File: config.mk
export PLATFORM = sky130hd
export DESIGN_NAME = pipe_stage_reg
export DESIGN_NICKNAME = d
export VERILOG_FILES = /design/src/rtl/pipe_stage_reg_pkg.sv /design/src/rtl/pipe_stage_reg_slot.sv /design/src/rtl/pipe_stage_reg.sv
export SDC_FILE = /design/constraint.sdc
export NUM_CORES = 1
export LEC_CHECK = 0
export CORE_ASPECT_RATIO = 1.75
export CORE_MARGIN = 8
export CORE_UTILIZATION = 30
export DETAILED_ROUTE_END_ITERATION = 6
export PLACE_DENSITY = 0.67
export REMOVE_ABC_BUFFERS = 1
export SYNTH_ARGS = -nofsm -noshare
export SYNTH_HDL_FRONTEND = slang
export SYNTH_SLANG_ARGS = --single-unit
File: constraint.sdc
create_clock -name clk -period 1.9 [get_ports clk]
set_input_delay 0.19 -clock clk [delete_from_list [all_inputs] [get_ports clk]]
set_output_delay 0.19 -clock clk [all_outputs]
set_load 0.05 [all_outputs]
File: src/rtl/pipe_stage_reg_pkg.sv
// Shared definitions for the pipeline-stage register.
//   PC_BITS        : program-counter width of the CPU
//   DEFAULT_DATA_W : default lane payload (instruction + PC+4)
//   PERF_CNT_W     : width of the optional performance counters
//   pipe_state_t   : occupancy state of the two-entry stage
package pipe_stage_reg_pkg;

    localparam int unsigned PC_BITS        = 32;
    localparam int unsigned DEFAULT_DATA_W = 2 * PC_BITS;
    localparam int unsigned PERF_CNT_W     = 32;

    typedef enum logic [1:0] {
        EMPTY = 2'd0,
        ONE   = 2'd1,
        TWO   = 2'd2
    } pipe_state_t;

endpackage

File: src/rtl/pipe_stage_reg_slot.sv
// One storage entry of the pipeline stage: {lane_valid, data} with load/clear.
// Ports:
//   clk          : clock, posedge
//   clear_i      : synchronous clear (mask <= 0, data <= RESET_DATA per lane)
//   load_i       : capture lane_valid_i / data_i
//   lane_valid_i : per-lane valid mask to store
//   data_i       : payload to store, lane i at [i*DATA_W +: DATA_W]
//   lane_valid_o : stored mask
//   data_o       : stored payload
module pipe_stage_reg_slot #(
    parameter int unsigned       LANES      = 1,
    parameter int unsigned       DATA_W     = 64,
    parameter logic [DATA_W-1:0] RESET_DATA = '0
) (
    input  logic                    clk,
    input  logic                    clear_i,
    input  logic                    load_i,
    input  logic [LANES-1:0]        lane_valid_i,
    input  logic [LANES*DATA_W-1:0] data_i,
    output logic [LANES-1:0]        lane_valid_o,
    output logic [LANES*DATA_W-1:0] data_o
);

    logic [LANES-1:0]        lane_valid_q;
    logic [LANES*DATA_W-1:0] data_q;

    // Clear wins over load; otherwise the entry holds its value.
    always_ff @(posedge clk) begin
        if (clear_i) begin
            lane_valid_q <= '0;
            data_q       <= {LANES{RESET_DATA}};
        end else if (load_i) begin
            lane_valid_q <= lane_valid_i;
            data_q       <= data_i;
        end
    end

    assign lane_valid_o = lane_valid_q;
    assign data_o       = data_q;

endmodule

File: src/rtl/pipe_stage_reg.sv
// Valid/ready pipeline-stage register with a two-entry skid buffer.
// The main entry drives the outputs; the skid entry absorbs one bundle when
// downstream stalls, so in_ready is a plain flop with no path from out_ready.
// Ports:
//   clk, rst (sync, active-high), clr (sync flush, active-high)
//   in_valid / in_ready / in_lane_valid / in_data     : upstream handshake
//   out_valid / out_ready / out_lane_valid / out_data : downstream handshake
//   perf_stall_cnt / perf_flush_cnt : counters, only with PIPE_STAGE_PERF_EN
//                                     defined; tied to 0 otherwise
module pipe_stage_reg
    import pipe_stage_reg_pkg::*;
#(
    parameter int unsigned       DATA_W     = DEFAULT_DATA_W,
    parameter int unsigned       LANES      = 1,
    parameter logic [DATA_W-1:0] RESET_DATA = '0
) (
    input  logic                    clk,
    input  logic                    rst,
    input  logic                    clr,
    input  logic                    in_valid,
    output logic                    in_ready,
    input  logic [LANES-1:0]        in_lane_valid,
    input  logic [LANES*DATA_W-1:0] in_data,
    output logic                    out_valid,
    input  logic                    out_ready,
    output logic [LANES-1:0]        out_lane_valid,
    output logic [LANES*DATA_W-1:0] out_data,
    output logic [PERF_CNT_W-1:0]   perf_stall_cnt,
    output logic [PERF_CNT_W-1:0]   perf_flush_cnt
);

    if (LANES == 0 || DATA_W == 0) begin : g_bad_param
        $error("pipe_stage_reg: LANES and DATA_W must be >= 1");
    end

    pipe_state_t state_q, state_d;
    logic        in_ready_q;
    logic        out_valid_q;

    logic in_xfer_c;
    logic out_xfer_c;
    logic flush_c;
    logic main_load_c;
    logic main_from_skid_c;
    logic skid_load_c;

    logic [LANES-1:0]        skid_lane_valid;
    logic [LANES*DATA_W-1:0] skid_data;
    logic [LANES-1:0]        main_lane_valid_d;
    logic [LANES*DATA_W-1:0] main_data_d;

    assign in_xfer_c  = in_valid & in_ready_q;
    assign out_xfer_c = out_valid_q & out_ready;
    assign flush_c    = rst | clr;

    // Next-state and entry-load decode; flush overrides every handshake event.
    always_comb begin
        state_d          = state_q;
        main_load_c      = 1'b0;
        main_from_skid_c = 1'b0;
        skid_load_c      = 1'b0;
        case (state_q)
            EMPTY: begin
                if (in_xfer_c) begin
                    state_d     = ONE;
                    main_load_c = 1'b1;
                end
            end
            ONE: begin
                if (in_xfer_c && out_xfer_c) begin
                    main_load_c = 1'b1;
                end else if (in_xfer_c) begin
                    state_d     = TWO;
                    skid_load_c = 1'b1;
                end else if (out_xfer_c) begin
                    state_d = EMPTY;
                end
            end
            TWO: begin
                if (out_xfer_c) begin
                    state_d          = ONE;
                    main_load_c      = 1'b1;
                    main_from_skid_c = 1'b1;
                end
            end
            default: state_d = EMPTY;
        endcase
        if (flush_c) begin
            state_d     = EMPTY;
            main_load_c = 1'b0;
            skid_load_c = 1'b0;
        end
    end

    // State plus its registered decodes (in_ready, out_valid).
    always_ff @(posedge clk) begin
        if (flush_c) begin
            state_q     <= EMPTY;
            in_ready_q  <= 1'b1;
            out_valid_q <= 1'b0;
        end else begin
            state_q     <= state_d;
            in_ready_q  <= (state_d != TWO);
            out_valid_q <= (state_d != EMPTY);
        end
    end

    // Main entry refills from skid when draining TWO, else from upstream.
    assign main_lane_valid_d = main_from_skid_c ? skid_lane_valid : in_lane_valid;
    assign main_data_d       = main_from_skid_c ? skid_data       : in_data;

    pipe_stage_reg_slot #(
        .LANES      (LANES),
        .DATA_W     (DATA_W),
        .RESET_DATA (RESET_DATA)
    ) u_main (
        .clk          (clk),
        .clear_i      (flush_c),
        .load_i       (main_load_c),
        .lane_valid_i (main_lane_valid_d),
        .data_i       (main_data_d),
        .lane_valid_o (out_lane_valid),
        .data_o       (out_data)
    );

    pipe_stage_reg_slot #(
        .LANES      (LANES),
        .DATA_W     (DATA_W),
        .RESET_DATA (RESET_DATA)
    ) u_skid (
        .clk          (clk),
        .clear_i      (flush_c),
        .load_i       (skid_load_c),
        .lane_valid_i (in_lane_valid),
        .data_i       (in_data),
        .lane_valid_o (skid_lane_valid),
        .data_o       (skid_data)
    );

    assign in_ready  = in_ready_q;
    assign out_valid = out_valid_q;

`ifdef PIPE_STAGE_PERF_EN
    logic [PERF_CNT_W-1:0] stall_cnt_q;
    logic [PERF_CNT_W-1:0] flush_cnt_q;

    // Saturating counters; only rst clears them, clr leaves them intact.
    always_ff @(posedge clk) begin
        if (rst) begin
            stall_cnt_q <= '0;
            flush_cnt_q <= '0;
        end else begin
            if (out_valid_q && !out_ready && !clr && !(&stall_cnt_q)) begin
                stall_cnt_q <= stall_cnt_q + PERF_CNT_W'(1);
            end
            if (clr && (state_q != EMPTY) && !(&flush_cnt_q)) begin
                flush_cnt_q <= flush_cnt_q + PERF_CNT_W'(1);
            end
        end
    end

    assign perf_stall_cnt = stall_cnt_q;
    assign perf_flush_cnt = flush_cnt_q;
`else
    assign perf_stall_cnt = '0;
    assign perf_flush_cnt = '0;
`endif

endmodule
**Word-level counts from Yosys, hierarchy flattened**

Cells that the tools add are included.

- Bitwise logic cells: 3
- Reductions and logical operators: 3
- Muxes and demuxes: 18
- Eq/ne operators: 3

Operator list:

| cell | number |
|---|---|
| two-way mux 64 bit | 1 |
| two-way mux 2 bit | 6 |
| two-way mux 1 bit | 9 |
| case mux 2 bit (3 select lines) | 1 |
| case mux 1 bit (3 select lines) | 1 |
| AND 1 bit | 2 |
| equality test 2 x 1 -> 1 bit (second input constant) | 1 |
| equality test 2 bit (second input constant) | 1 |
| logical NOT 2 bit | 1 |
| != test 2 bit (second input constant) | 1 |
| nonzero test 2 bit | 1 |
| logical AND 1 bit | 1 |
| bitwise OR 1 bit | 1 |

- Output and inout bits: 131
- Logic and storage cells: 34
- Input port bits: 70
- Bits in registers: 134

**Longest topological paths before layout**

Gate-level depths: netlist (run 1).

- Depth in word-level cells: 7
- Depth in mapped cells: 6
- Mapped depth without buffers: 4

**Cells and area by module**

Synthesis (run 1) repeated with hierarchy kept, for this count alone.

- Cell total of the unflattened synthesis: 580
- Area, all modules: 6384.9 um^2

Modules (own cells, without submodules):

| module | cells each | seq. area each (um^2) | area each (um^2) | times used |
|---|---|---|---|---|
| pipe_stage_reg_slot | 209 | 1301.2 | 2342.2 | 2 |
| pipe_stage_reg | 162 | 80.1 | 1700.4 | 1 |

**Least setup slack after synthesis (run 1)**

OpenSTA, ideal clock, no wires.

- Path type: register to register
- From: reg out_valid_q, in the netlist out_valid
- To: reg u_main.data_q[28], in the netlist u_main.data_o[28]
- Setup time: 81 ps
- Setup slack: 139 ps
- Cell stages (with the launch flop): 7
- Arrival: 1680 ps
- Buffers on the path: 2
- Period minus slack after synthesis: 1761 ps
- Required time: 1819 ps
- Cell sequence: dfxtp_1 -> nand4_1 -> o221ai_2 -> buf_4 -> buf_2 -> nor2_1 -> a211oi_2

- Cells in the longest elaborated chain, start to end: 5
- Elaborated cells between the ends (all ways): 8
- Classes of those cells: mux (6); bitwise (1); reduce/logical (1)

Ends and longest elaborated chain:

| element | RTL line | RTL |
|---|---|---|
| start: declaration | pipe_stage_reg.sv:38 | `logic out_valid_q;` |
| start signal: assignment | pipe_stage_reg.sv:104 | `out_valid_q <= (state_d != EMPTY);` |
| AND 1 bit * | pipe_stage_reg.sv:53 | `assign out_xfer_c = out_valid_q & out_ready;` |
| logical AND 1 bit | pipe_stage_reg.sv:70 | `if (in_xfer_c && out_xfer_c) begin` |
| two-way mux 1 bit | pipe_stage_reg.sv:70 |  |
| case mux 1 bit (3 select lines) | pipe_stage_reg.sv:62 | `case (state_q)` |
| two-way mux 1 bit | pipe_stage_reg.sv:88 | `if (flush_c) begin` |
| end signal: assignment | pipe_stage_reg_slot.sv:31 | `data_q <= {LANES{RESET_DATA}};` |
| end signal: assignment | pipe_stage_reg_slot.sv:34 | `data_q <= data_i;` |
| end: declaration | pipe_stage_reg_slot.sv:25 | `logic [LANES*DATA_W-1:0] data_q;` |

Mark *: on every way between the ends. The rest lies on a longest branch, timed or not.
A chain may end at the register's enable or synchronous reset.

**Worst setup path in the final report (run 1)**

- From: reg u_main.data_q[18], in the netlist u_main.data_o[18]
- To: out out_data[18]

RTL lines:

| element | RTL line | RTL |
|---|---|---|
| end: declaration | pipe_stage_reg.sv:27 | `output logic [LANES*DATA_W-1:0] out_data,` |

No word-level cell between the ends.

==> results of run 1 <==
[flip-flops by register name (all words and copies together) (netlist names)]
signal,count
u_main.data_o,64
u_skid.data_o,64
in_ready,1
out_valid,1
u_skid.lane_valid_o,1
state_q,2
u_main.lane_valid_o,1
[metal layers]
layer,routed length (um),GRT usage [%],share of wire [%],vias to the layer above
met4,403,6.336,2.6,2
met2,7837,21.44,51,147
met5,10,0,0.065,-
li1,-,-,-,2359
met3,1184,3.745,7.6,27
met1,6047,13.40,39,2172
[cell families after synthesis]
group	count (synthesis)
other	1
and+or+nand+nor	210
buffers and inverters	115
AOI/OAI and AO/OA	137
muxes	65
DFF	134
[cell usage in the layout (no fill, tap or decap), drive strengths merged, types with 5 or more instances in the layout]
cell           instances
dfxtp                134
clkdlybuf4s50        133
conb                  64
buf                   20
nand2                134
nor2                  66
mux2i                 65
a211oi                65
a21oi                 68
bufinv                 5
clkbuf                19
[metrics by stage]
stage	setup WS (ns)	setup TNS [ns]	cell area (um^2)
global route	0.02822	0	7969
global placement	0.02610	0	7322
CTS	0.05370	0	7969
floorplan	-5.808	-422.72	5356
finish	0.08980	0	7969
detailed placement	-0.009007	-0.02477	7322
[where the power goes]
group / leakage [nW] / total [mW] / internal (mW) / switching (mW)
Clock: 0.305 / 3.58 / 2.36 / 1.23
Sequential: 1.09 / 2.95 / 2.90 / 0.0490
Combinational: 1.93 / 1.26 / 0.388 / 0.869
[worst max path at each step]
stage,from,slack [ns],to,cells after the start
after floorplan,out_valid,-5.81,u_main.data_o[24],4
after global placement,out_ready,0.03,u_main.data_o[31],6
after detailed placement,out_ready,-0.009,u_main.data_o[10],6
after CTS,u_main.data_o[41],0.05,out_data[41],1
after global routing,u_main.data_o[18],0.03,out_data[18],1
final,u_main.data_o[18],0.09,out_data[18],1
[cell type report]
cell class,count,share of cell area [%]
multi-input combinational,476,33.76
sequential,134,33.66
timing repair buffer,153,20.63
clock buffer,19,5.558
tap,241,3.784
clock inverter,13,2.559
inverter,1,0.04710
==> flow_summary.ini, run 1 <==
[run_status]
outcome = finished clean

[clock_network]
clock-sinks = 134
clk_pin_slew_ns = 0.06
hold_buffers = 0
cts_post_setup_buffers_inserted = 0
numCtsBuffers = 17
cts_root_buffer = clkbuf_16
cts_resized = 0
clockBufferDepth = 2
cts_tree = yes
worst_skew_pair.late_latency_ns = 0.42
htree_levels = 4

[worst_setup_path]
worstPathRequired_ns = 1.71
worst_path_max_delay_cell = clkdlybuf4s50_1
cp.arrival_ns = 1.62
critical_path_class = reg -> out
worstSetupStartpointType = flop
path_delay_family = buffers and inverters
reg2regPathDepth = 5
cp_max_fo = 2
cpPeakStageDelay_ns = 0.87
crit_buf_inv = 1
worstPathCellList = clkdlybuf4s50_1
r2r_setup_slack_ns = 0.17
r2r-start = state_q[1]
end_kind = output pin
timing.rr.end = u_main.data_o[55]

[synthesis]
yosysTopAreaCell = dfxtp_1
synth_simple_gate_area_share_pct = 13.94
synth_xor_area_share_pct = 0
synth_common_cells = dfxtp_1, nand2_1, buf_4
synth.area.mux_share_pct = 11.12
synth-main-ff-cell = dfxtp_1
synth.avg_cell_area_um2 = 8.838
yosysTopAreaCellShare_pct = 45.85
ys_types = 24
yosys_warnings = 0
synth_edf_count = 0
synth_fa_ha_area_share_pct = 0
synth_top_family_by_area = compound AO/OA/AOI/OAI gates
netlist_area_um2 = 5851
synth_area_leaders = dfxtp_1, mux2i_1, buf_4
synth_seq_area_share_pct = 45.85
synth-compound-area-share_pct = 16.47
synthCells = 662
synth-seq-cells = 134
ys_async_sr_fraction_pct = 0

[placed_design]
dpl.cell_count = 1005
gp_congestion = 0.7524
io_buffers = 136
dpl.hpwl_um = 10720

[global_route]
grt_usage_pct = 12.49
overflow = 0
grt_pass1_wl_um = 23870
grt_max_degree = 68
grt_antenna_before_repair = 1
grt_pass1_vias = 4476

[final_layout]
register_area_um2 = 2683
drive_above_1_share_pct = 9.548
n_fill_cell = 1865
multiInputGateArea_um2 = 2690
fin_util_pct = 41.69
final_cells = 1037
final_nets = 853
area_delta_synth_final_pct = 36.21
antenna_cells = 0

[worst_hold_path]
whs_path_depth = 3
min_to = u_skid.data_o[31]
hp-class = in -> reg
hp-start = in_data[31]

[die]
dieHeight_um = 200.7
initial_core_util_pct = 30.61
fp.dieArea_um2 = 24400
boundaryPins = 201
fp.coreArea_um2 = 19110
num_rows = 67
die_x_um = 121.6

[sta]
hold_viol = 0
fin_crit_ns = 1.810
skew_ns = 0.008243
final-max-slew-violation-count = 0
fmax_mhz = 552.4
rsz0062_at_grt = no
hold_slack_ns = 0.3437
post-route-period-util_pct = 95.27
setup_viol = 0
tightest_slew_ns = 0.5998
slew_headroom_pct = 59.89

[routing]
drc = 0
ant_nets = 0
wl_per_cell_um = 14.93
wl_um = 15480
drtIter0Drc = 197
via_per_inst = 4.539
drtPass1Iterations = 4
via_count = 4707

[power]
fin_total_pwr_mw = 7.786
p_per_area_nw_per_um2 = 977.1
max-vdd-ir-drop_mv = 0.4402
cellLeakagePower_nw = 3.322

[flow_run]
max-cap-violations = 0
(Power assumes the default switching activity.)
==> run 2, diff against run 1 <==
--- a/config.mk
+++ b/config.mk
@@ -9,7 +9,7 @@
 export CORE_MARGIN = 8
 export CORE_UTILIZATION = 30
 export DETAILED_ROUTE_END_ITERATION = 6
-export PLACE_DENSITY = 0.67
+export PLACE_DENSITY = 0.69
 export REMOVE_ABC_BUFFERS = 1
 export SYNTH_ARGS = -nofsm -noshare
 export SYNTH_HDL_FRONTEND = slang
==> constraint.sdc (replaced) <==
create_clock -name clk -period 1.6 [get_ports clk]
set_input_delay 0.16 -clock clk [delete_from_list [all_inputs] [get_ports clk]]
set_output_delay 0.16 -clock clk [all_outputs]
set_load 0.05 [all_outputs]
==> run 2 against run 1 <==
Effect of this change:
- clock-buffer cell count decreased by 1
- sequential cell count unchanged
- combinational power increased by 24%
- clock power increased by 22%
==> flow_summary.ini, run 2 (synthesized netlist as in run 1, its figures left out) <==
[worst_setup_path]
end_kind = flop
worstSetupStartpointType = flop
cp_max_fo = 29
worstPathRequired_ns = 1.92
critical_path_class = reg -> reg
cp.arrival_ns = 1.86

[power]
fin_total_pwr_mw = 9.436
p_sw_mw = 2.594
p_per_area_nw_per_um2 = 1172
p_comb_share_pct = 16.5
seq_power_share_pct = 37.1
p_int_mw = 6.842
p_clk_share_pct = 46.4
cellLeakagePower_nw = 3.562
max-vdd-ir-drop_mv = 0.5190
switching_share_pct = 27.49

[sta]
hold_slack_ns = 0.3175
final-max-slew-violation-count = 0
setup_tns_ns = 0
rsz0062_at_grt = yes
skew_ns = 0.008776
hold_viol = 0
post-route-period-util_pct = 96.32
fin_crit_ns = 1.541
setup_viol = 0
fmax_mhz = 648.9

[die]
num_rows = 67
dieHeight_um = 200.7
die_x_um = 121.6
fp.dieArea_um2 = 24400
boundaryPins = 201
fp.coreArea_um2 = 19110
initial_core_util_pct = 30.61

[final_layout]
final_nets = 872
drive_above_1_share_pct = 20.15
area_delta_synth_final_pct = 37.64
mostFrequentLayoutCells = nand2_1, dfxtp_1, buf_4
final_common_cell = nand2_1
n_fill_cell = 1840

[run_status]
outcome = finished clean

[routing]
via_per_inst = 4.553
drtIter0Drc = 243
via_count = 4808
drtPass1Iterations = 5
wl_um = 16210
wl_per_cell_um = 15.35
ant_nets = 0
drc = 0

[flow_run]
max-cap-violations = 0

[clock_network]
worst_skew_pair.late_latency_ns = 0.42
numCtsBuffers = 17
htree_levels = 4
clk_pin_slew_ns = 0.06
clock-sinks = 134
cts_root_buffer = clkbuf_16
cts_tree = yes
clockBufferDepth = 2

[worst_hold_path]
hp-class = in -> reg

[placed_design]
io_buffers = 136
dpl.hpwl_um = 11590
gp_congestion = 0.8128

[global_route]
grt_usage_pct = 12.97
grt_pass1_wl_um = 24720
grt_antenna_before_repair = 1
grt_max_degree = 45
grt_pass1_vias = 4699
overflow = 0
[run 2: cell types whose count changed in the layout (fill, tap and decap cells not counted), sizes merged]
cell / before / now
diode: 0 / 1
clkinvlp: 4 / 3
bufinv: 5 / 6
buf: 20 / 103
clkbuf: 19 / 18
clkdlybuf4s50: 133 / 69
[run 2: layer usage]
metal,share of wire (%),track usage (%),vias up
li1,-,-,2390
met1,38,13.11,2200
met2,50,22.18,173
met3,5.9,3.098,45
met4,5.8,10.10,0
met5,0,0,-
[run 2: through the flow]
step / worst slack [ns] / utilization (%) / cells / area, um^2
2_1_floorplan: -6.108 / - / 611 / 5356
3_3_place_gp: -0.2533 / 38.43 / 1021 / 7345
3_5_place_dp: -0.2726 / 38.43 / 1021 / 7345
4_1_cts: 0.009963 / 41.92 / 1053 / 8011
5_1_grt: -0.04020 / 42.13 / 1056 / 8053
6_report: 0.05883 / 42.13 / 1056 / 8053
[run 2: area by class of cell]
type | count | area, um^2 | share of cell area [%]
Sequential cell | 134 | 2684 | 33.33
Tap cell | 241 | 301.5 | 3.745
Antenna cell | 1 | 2.502 | 0.03108
Clock buffer | 18 | 429.2 | 5.329
Inverter | 1 | 3.754 | 0.04661
Clock inverter | 13 | 230.2 | 2.859
Multi-Input combinational cell | 476 | 2713 | 33.69
Timing Repair Buffer | 172 | 1689 | 20.98
[run 2: path summary, 6_finish.rpt]
path	start	end	slack, ns	cells past startpoint
hold reg to reg	u_skid.data_o[57]	u_skid.data_o[57]	0.45	2
setup reg to reg	state_q[0]	u_main.data_o[14]	0.06	6
setup / recovery	state_q[0]	u_main.data_o[14]	0.06	6
hold / removal	in_data[23]	u_skid.data_o[23]	0.32	3
[run 2: power groups by stage]
stage	registers, mW	clock network, mW	logic [mW]
after detailed placement	3.57	0	1.54
after global routing	3.51	4.61	1.65
final	3.50	4.38	1.56
after CTS	3.50	4.47	1.55
after floorplan	3.85	0	0.712
after global placement	3.57	0	1.53
[run 2: worst max-delay path: stages, from the launching register on]
cell,delay (ns)
dfxtp_1,0.32
or2_4,0.27
o221ai_4,0.18
buf_12,0.19
buf_12,0.19
nor2_1,0.06
a211oi_1,0.22
[run 2: timing repair]
action	CTS	global route
setup endpoints to repair	1	29
hold buffers	0	0
gates resized for setup	0	6
buffers inserted	1	2
pin swaps	0	1
